--- config.mk ---
export PLATFORM = sky130hd
export DESIGN_NAME = square_motion_ctrl_flat
export DESIGN_NICKNAME = d
export VERILOG_FILES = /design/src/rtl/square_motion_ctrl_if.sv /design/src/rtl/square_motion_ctrl.sv /design/src/flat_wrapper.sv
export SDC_FILE = /design/constraint.sdc
export NUM_CORES = 1
export LEC_CHECK = 0
export ABC_CLOCK_PERIOD_IN_PS = 4800
export CAP_MARGIN = 20
export CELL_PAD_IN_SITES_DETAIL_PLACEMENT = 0
export CELL_PAD_IN_SITES_GLOBAL_PLACEMENT = 1
export CORE_MARGIN = 4
export CORE_UTILIZATION = 38
export DETAILED_ROUTE_END_ITERATION = 8
export GPL_ROUTABILITY_DRIVEN = 0
export PLACE_DENSITY_LB_ADDON = 0.1
export SYNTH_ARGS = -nofsm -noshare
export SYNTH_HDL_FRONTEND = slang
export SYNTH_SLANG_ARGS = --single-unit
--- constraint.sdc ---
create_clock -name clk -period 4.8 [get_ports clk]
set_clock_uncertainty 0.05 [all_clocks]
set_input_delay 0.48 -clock clk [delete_from_list [all_inputs] [get_ports clk]]
set_output_delay 0.48 -clock clk [all_outputs]
set_load 0.05 [all_outputs]
--- src/rtl/square_motion_ctrl_if.sv ---
// square_motion_ctrl_if: frame-start/control inputs and position/status outputs of the square sequencer
interface square_motion_ctrl_if;
  logic       frame_start;
  logic       run;
  logic [2:0] speed;
  logic [9:0] x_pos;
  logic [9:0] y_pos;
  logic       dir_x;
  logic       dir_y;
  logic       bounce;
  logic       busy;
  logic [7:0] bounce_cnt;
  modport master (
    output frame_start, run, speed,
    input  x_pos, y_pos, dir_x, dir_y, bounce, busy, bounce_cnt
  );
  modport slave (
    input  frame_start, run, speed,
    output x_pos, y_pos, dir_x, dir_y, bounce, busy, bounce_cnt
  );
endinterface

--- src/rtl/square_motion_ctrl.sv ---
// square_motion_ctrl: per-frame bouncing-square sequencer; ports clk, rst (sync active-high), bus (slave: frame_start/run/speed in; x_pos/y_pos/dir_x/dir_y/bounce/busy/bounce_cnt out); BOUNCE_CNT_EN builds the saturating bounce counter
module square_motion_ctrl #(
  parameter int H_RES  = 640,
  parameter int V_RES  = 480,
  parameter int SIZE   = 16,
  parameter int X_INIT = 100,
  parameter int Y_INIT = 100
) (
  input logic              clk,
  input logic              rst,
  square_motion_ctrl_if.slave bus
);
  localparam logic [10:0] X_MAX = 11'(H_RES - SIZE);
  localparam logic [10:0] Y_MAX = 11'(V_RES - SIZE);
  typedef enum logic [1:0] {IDLE, UPD_X, UPD_Y} state_t;
  state_t      state, next_state;
  logic [2:0]  spd;
  logic [9:0]  x, y;
  logic        dx, dy, bnc, busy, start, upd_y, d, hit;
  logic [10:0] p, m, s, sum, np;
  logic        unused_np_msb;
  assign start = bus.frame_start && bus.run && bus.speed != 3'd0;
  always_ff @(posedge clk)
    state <= rst ? IDLE : next_state;
  always_comb
    next_state = state == IDLE ? (start ? UPD_X : IDLE) :
                 state == UPD_X ? UPD_Y : IDLE;
  always_comb
    busy = state != IDLE;
  // One shared step adder: X operands in UPD_X, Y operands in UPD_Y.
  always_comb begin
    upd_y = state == UPD_Y;
    p     = {1'b0, upd_y ? y : x};
    d     = upd_y ? dy : dx;
    m     = upd_y ? Y_MAX : X_MAX;
    s     = 11'(spd);
    sum   = d ? p + s : p - s;
    hit   = d ? sum >= m : p <= s;
    np    = hit ? (d ? m : 11'd0) : sum;
  end
  assign unused_np_msb = np[10];
  always_ff @(posedge clk)
    if (rst) begin
      x   <= 10'(X_INIT);
      y   <= 10'(Y_INIT);
      dx  <= 1'b1;
      dy  <= 1'b1;
      bnc <= 1'b0;
      spd <= 3'd0;
    end else begin
      bnc <= busy && hit;
      if (state == IDLE && start) spd <= bus.speed;
      if (state == UPD_X) begin
        x  <= np[9:0];
        dx <= dx ^ hit;
      end
      if (state == UPD_Y) begin
        y  <= np[9:0];
        dy <= dy ^ hit;
      end
    end
`ifdef BOUNCE_CNT_EN
  logic [7:0] cnt;
  // Counts alongside each flipping update, so it advances with the bounce pulse.
  always_ff @(posedge clk)
    if (rst) cnt <= 8'd0;
    else if (busy && hit && cnt != 8'hff) cnt <= cnt + 8'd1;
  assign bus.bounce_cnt = cnt;
`else
  assign bus.bounce_cnt = 8'd0;
`endif
  assign bus.x_pos  = x;
  assign bus.y_pos  = y;
  assign bus.dir_x  = dx;
  assign bus.dir_y  = dy;
  assign bus.bounce = bnc;
  assign bus.busy   = busy;
endmodule

--- src/flat_wrapper.sv ---
// flat-port wrapper written by rule: the top's interface ports become plain ports
module square_motion_ctrl_flat 
#(
  parameter int H_RES  = 640,
  parameter int V_RES  = 480,
  parameter int SIZE   = 16,
  parameter int X_INIT = 100,
  parameter int Y_INIT = 100
)
  (clk, rst, bus_frame_start, bus_run, bus_speed, bus_x_pos, bus_y_pos, bus_dir_x, bus_dir_y, bus_bounce, bus_busy, bus_bounce_cnt);
  square_motion_ctrl_if bus_i ();
  input logic clk;
  input logic rst;
  input wire logic [$bits(bus_i.frame_start)-1:0] bus_frame_start;
  input wire logic [$bits(bus_i.run)-1:0] bus_run;
  input wire logic [$bits(bus_i.speed)-1:0] bus_speed;
  output wire logic [$bits(bus_i.x_pos)-1:0] bus_x_pos;
  output wire logic [$bits(bus_i.y_pos)-1:0] bus_y_pos;
  output wire logic [$bits(bus_i.dir_x)-1:0] bus_dir_x;
  output wire logic [$bits(bus_i.dir_y)-1:0] bus_dir_y;
  output wire logic [$bits(bus_i.bounce)-1:0] bus_bounce;
  output wire logic [$bits(bus_i.busy)-1:0] bus_busy;
  output wire logic [$bits(bus_i.bounce_cnt)-1:0] bus_bounce_cnt;
  assign bus_i.frame_start = bus_frame_start;
  assign bus_i.run = bus_run;
  assign bus_i.speed = bus_speed;
  assign bus_x_pos = bus_i.x_pos;
  assign bus_y_pos = bus_i.y_pos;
  assign bus_dir_x = bus_i.dir_x;
  assign bus_dir_y = bus_i.dir_y;
  assign bus_bounce = bus_i.bounce;
  assign bus_busy = bus_i.busy;
  assign bus_bounce_cnt = bus_i.bounce_cnt;
  square_motion_ctrl #(.H_RES(H_RES), .V_RES(V_RES), .SIZE(SIZE), .X_INIT(X_INIT), .Y_INIT(Y_INIT)) u_core (.clk(clk), .rst(rst), .bus(bus_i));
endmodule
* After elaboration in Yosys (flattened, before gate mapping)
Index checks and enable logic that the tools add are counted.
** Operators by class
- Add/sub/neg operators :: 2
- Equal/unequal tests :: 2
- Bitwise gates (word level) :: 2
- Mux-type cells :: 10
- Order comparisons :: 2
- Reductions and logical operators :: 7
** Operator list (count)
- $mux 10 :: 4
- $add 10x3->11 :: 1
- $ge 11x10->1 :: 1
- $mux 11 :: 1
- $sub 10x3->11 :: 1
- $le 10x3->1 :: 1
- $logic_and 1x1->1 :: 4
- $mux 2 :: 2
- $mux 1 :: 3
- $reduce_bool 3->1 :: 1
- $eq 2x1->1 const B :: 1
- $eq 2x2->1 const B :: 1
- $logic_not 2->1 :: 1
- $reduce_bool 2->1 :: 1
- $xor 1x1->1 :: 2
** Storage, ports and cells
- Input port bits :: 7
- Register bits after elaboration :: 28
- Output and inout bits :: 32

* Depth between registers and ports, before layout
Gate-level depths: netlist of run 1.
- Depth in word-level cells :: 7
- Mapped depth :: 25
- Depth with buffers taken out :: 21

* Worst setup path after synthesis of run 1
OpenSTA, ideal clock, no wires.
- Kind :: register -> register
- Start point :: register u_core.state[0]
- End point :: register u_core.y[9] (netlist: u_core.bus.y_pos[9])
- Setup slack :: 362 ps
- Cell stages (with the launch flop) :: 24
- Library setup time :: 71 ps
- Arrival :: 4318 ps
- Data required time :: 4679 ps
- Cell sequence :: dfxtp_1 nand2b_1 buf_6 inv_2 buf_2 buf_1 nand2_1 nand2_1 ha_1 inv_1 a21oi_1 o21ba_2 nor3_1 a21bo_2 o31ai_1 xor2_1 inv_1 ha_1 a41oi_1 and2b_1 nor2_1 a21oi_4 or3b_1 a21oi_1
** Between the ends
- Cells in the longest elaborated chain, start to end :: 7
** RTL lines
- start, declared :: RTL line square_motion_ctrl.sv:16 : state_t state, next_state;
- start signal, assigned :: RTL line square_motion_ctrl.sv:24 : state <= rst ? IDLE : next_state;
- $eq 2x2->1 (*) :: RTL line square_motion_ctrl.sv:32, square_motion_ctrl.sv:57
- $mux 10 :: RTL line square_motion_ctrl.sv:33 : p = {1'b0, upd_y ? y : x};
- $sub 10x3->11 / $add 10x3->11 (equally long branches) :: RTL line square_motion_ctrl.sv:37 : sum = d ? p + s : p - s;
- $mux 11 :: RTL line square_motion_ctrl.sv:37
- $ge 11x10->1 :: RTL line square_motion_ctrl.sv:38 : hit = d ? sum >= m : p <= s;
- $mux 1 :: RTL line square_motion_ctrl.sv:38
- $mux 10 :: RTL line square_motion_ctrl.sv:39 : np = hit ? (d ? m : 11'd0) : sum;
- end signal, assigned :: RTL line square_motion_ctrl.sv:45 : y <= 10'(Y_INIT);
- end signal, assigned :: RTL line square_motion_ctrl.sv:58 : y <= np[9:0];
- end, declared :: RTL line square_motion_ctrl.sv:18 : logic [9:0] x, y;
Mark *: on every way between the ends. The rest lies on a longest branch, timed or not.
A chain may end at the register's enable or synchronous reset.

* Worst setup path after layout of run 1
- Start point :: register u_core.state[0]
- End point :: register u_core.x[5] (netlist: u_core.bus.x_pos[5])
** Between the ends
- Cells in the longest elaborated chain, start to end :: 7
** RTL lines
- $eq 2x2->1 :: RTL line square_motion_ctrl.sv:32 : upd_y = state == UPD_Y;
- $mux 10 :: RTL line square_motion_ctrl.sv:33
- $sub 10x3->11 / $add 10x3->11 (equally long branches) :: RTL line square_motion_ctrl.sv:37
- $mux 11 :: RTL line square_motion_ctrl.sv:37
- $ge 11x10->1 :: RTL line square_motion_ctrl.sv:38
- $mux 1 :: RTL line square_motion_ctrl.sv:38
- $mux 10 :: RTL line square_motion_ctrl.sv:39
- end signal, assigned :: RTL line square_motion_ctrl.sv:44 : x <= 10'(X_INIT);
- end signal, assigned :: RTL line square_motion_ctrl.sv:54 : x <= np[9:0];
- end, declared :: RTL line square_motion_ctrl.sv:18
Several ways; a longest one is shown, not always the timed one.

==> summary.txt, run 1 <==
Clock network
  – CTS tree: built
  – Root cell of the clock tree: clkbuf_8
  – Clk pin slew, worst setup/hold paths: around 90 ps
  – H-Tree Level Count: 1
  – Worst-Skew Late Latency: 280 ps
  – CTS sink cnt: 28
  – Clock Path Buffers: 2
  – Inserted Clock Buffers: 3
  – Post-CTS Hold Buffers: 0

Timing
  – Setup tns final: 0 ps
  – Max transition margin: 0.470
  – Post-layout min period: around 4400 ps
  – Final worst path period share: 0.915
  – Hold_ws: about 430 ps
  – Final hold viol count: 0
  – Max Freq: 228 MHz
  – Finish-stage setup viols: 0
  – Slew Viols, Final: 0
  – Worst slew pin tran: 793 ps
  – RSZ-0062 raised after global routing: false

Synth
  – Yosys top cell by area: dfxtp_1
  – Number of enable flip-flop cells after synthesis: 0
  – Synth unique cells: 59
  – Post-synth top flop: dfxtp_1
  – Seq/Total Area, Yosys: 0.286
  – Mapped cell area: ~0.0020 mm²
  – Syn Area/Cell: ~8 µm²
  – Synth top area cells: dfxtp_1 (29%), ha_1 (6.4%), nand2_1 (5.2%)
  – FF+latch count, synth: 28
  – Share of the synthesized area in the top cell type: 0.286
  – Ys Warns: 0
  – Mapped Cells: 241
  – Asr flop ratio synth: 0

Pwr
  – Peak VDD IR: 0.000159 V
  – Design Power: 0.467 mW
  – PwrDens: approximately 200 mW/mm²
  – P_sw: ~0.14 mW
  – Power Internal: roughly 0.32 mW
  – Part of the power in registers: 0.519
  – Switch share: 0.306
  – Lkg Pwr: 0.981 nW
  – Clock power share: 0.280
  – Logic pwr share: 0.201

Final layout
  – Area of the multi-input gates: 0.00127 mm²
  – Most common cell after layout, fill and taps aside: clkdlybuf4s50_1
  – Fraction of layout cells with a size suffix above 1: 0.104
  – Register area: 561 µm²
  – # diodes: 0
  – Post-Route Utilization: 0.489
  – Fillers: 506
  – Area Growth Syn to Fin: 21.0%
  – Nets: 291
  – Most frequent cells in the layout: clkdlybuf4s50_1 (30), dfxtp_1 (28), nand2_1 (27)
  – Final instance area: between 0.002 and 0.0025 mm²

Run status
  – Status: complete, no violations

Routing
  – Antenna Nets Post-Route: 0
  – Routed wire per std cell: approximately 15 µm
  – Routed vias/inst: between 5 and 6
  – Vias: between 1500 and 2000
  – Number of remaining DRC errors: 0
  – Initial DRC count: 121
  – TritonRoute pass-1 iters: 4
  – Detailed Route WL: around 5200 µm

GRT
  – Routing usage on met3: 0.0418
  – GRT met1 Usage: 0.235
  – First-pass GRT wire length: between 8000 and 9000 µm
  – Total grt overflow: 0
  – Largest net degree at the start of global routing: 24
  – Gr usage total: 0.176
  – Initial antenna violation count: 0
  – Met2 usage: 0.289
  – Most Used Layer, Global Route: met2
  – Vias in the first global route: roughly 1800

Setup path
  – Worst Path Max Fanout: 13
  – Critical Path Source Type: flop
  – CP Capture Type: flop
  – Arrival time worst endpoint: 4510 ps
  – Critical path required time: 4920 ps
  – Setup CP Type: reg2reg

Placed design
  – Port Buffers: 30
  – DP Area: 0.00230 mm²
  – Dpl hpwl: between 3000 and 4000 µm

Min path
  – HP Class: reg2reg

Floorplanning
  – Die Span Y: 79.8 µm
  – # IOs: 39
  – Initial Util: 0.404
  – Die Wd: 79.8 µm
  – Row count: 25
  – Die area: 0.00636 mm²
  – Core area: 0.00485 mm²

Run
  – Max Cap Viol: 0
## worst paths after layout
check | depth (start not counted) | from | slack (ps) | to
max | 20 | u_core.state[0] | 410 | u_core.bus.x_pos[5]
min | 2 | u_core.bus.x_pos[1] | 430 | u_core.bus.x_pos[1]
max reg2reg | 20 | u_core.state[0] | 410 | u_core.bus.x_pos[5]
min reg2reg | 2 | u_core.bus.x_pos[1] | 430 | u_core.bus.x_pos[1]
## sequential cells by signal (all words and copies together) (netlist names)
name               flops
u_core.bus.x_pos      10
u_core.bus.y_pos      10
u_core.spd             3
u_core.state           2
u_core.bus.bounce      1
u_core.bus.dir_x       1
u_core.bus.dir_y       1
## power groups by stage
stage	registers (mW)	logic (mW)	clock network (mW)
3_5_place_dp	0.248	0.0937	0
4_1_cts	0.243	0.0939	0.138
5_1_grt	0.244	0.103	0.146
3_3_place_gp	0.248	0.0938	0
2_1_floorplan	0.257	0.0640	0
6_report	0.242	0.0941	0.131
## cell usage after synthesis (2+ instances only)
cell	instances
buf_1	2
nand2_1	27
a31oi_1	5
nand2b_1	2
fa_1	2
buf_4	8
a21oi_2	2
o31ai_1	2
and4b_1	2
a21oi_1	17
nor2_1	23
nor3_1	7
inv_1	13
or2_2	2
or4b_1	2
mux2i_1	6
xor2_1	6
a41oi_1	2
mux2i_2	3
ha_1	10
a22oi_1	5
and3_1	3
dfxtp_1	28
o21ai_0	10
buf_2	3
and2_1	3
xnor2_1	2
nor2b_1	2
nand3_1	8
clkbuf_1	5
## logic make-up (layout without fill, tap and decap cells)
| logic type | after synthesis | after routing | synth area share |
|---|---|---|---|
| flops | 28 | 28 | 0.286 |
| compound gates | 61 | 61 | 0.227 |
| xor+xnor | 9 | 9 | 0.0441 |
| fa+ha+maj | 12 | 12 | 0.0844 |
| mux | 9 | 9 | 0.0518 |
| other cells | 1 | 8 | 0.00192 |
| buf+inv | 33 | 55 | 0.0844 |
| simple gates | 88 | 88 | 0.220 |
## stage by stage
step           instances  setup slack, ps
5_1_grt              337             61.7
2_1_floorplan        248              362
3_5_place_dp         332              334
6_report             337              409
3_3_place_gp         332              524
4_1_cts              335              293
## worst max-delay path: stages (launching register included)
cell and delay (ps):
dfxtp_1 410, nand2b_1 220, buf_4 230, nand2_1 80
nand2_1 160, ha_1 270, inv_1 80, a21oi_1 60
o21ba_2 200, nor3_1 230, a21bo_2 260, o31ai_1 310
xor2_1 220, inv_1 90, ha_1 280, and2b_1 190
nor2_2 170, a21oi_4 110, buf_4 160, and3_1 170
a2111o_1 320
## layer usage
metal | routed length [µm] | share of wire
met5 | 0 | 0
met3 | 220 | 0.042
met1 | 2510 | 0.48
met2 | 2430 | 0.47
met4 | 57 | 0.011
## layout make-up
cell class,instances,share of cell area
clock buffer,3,0.0174
sequential,28,0.237
tap,67,0.0354
multi-input combinational,187,0.535
inverter,14,0.0232
timing repair buffer,38,0.152
## repair_timing
| item | 4_1_cts | 5_1_grt |
|---|---|---|
| setup endpoints to repair | 0 | 6 |
| setup buffers | 0 | 2 |
| resized for setup | 0 | 3 |
(Power assumes the default switching activity.)
==> inputs of run 2 (changes only) <==
--- a/config.mk
+++ b/config.mk
@@ -5,7 +5,6 @@
 export SDC_FILE = /design/constraint.sdc
 export NUM_CORES = 1
 export LEC_CHECK = 0
-export ABC_CLOCK_PERIOD_IN_PS = 4800
 export CAP_MARGIN = 20
 export CELL_PAD_IN_SITES_DETAIL_PLACEMENT = 0
 export CELL_PAD_IN_SITES_GLOBAL_PLACEMENT = 1
==> results of run 2 <==
Same layout as run 1: the final DEF is identical, and so are final timing and power.
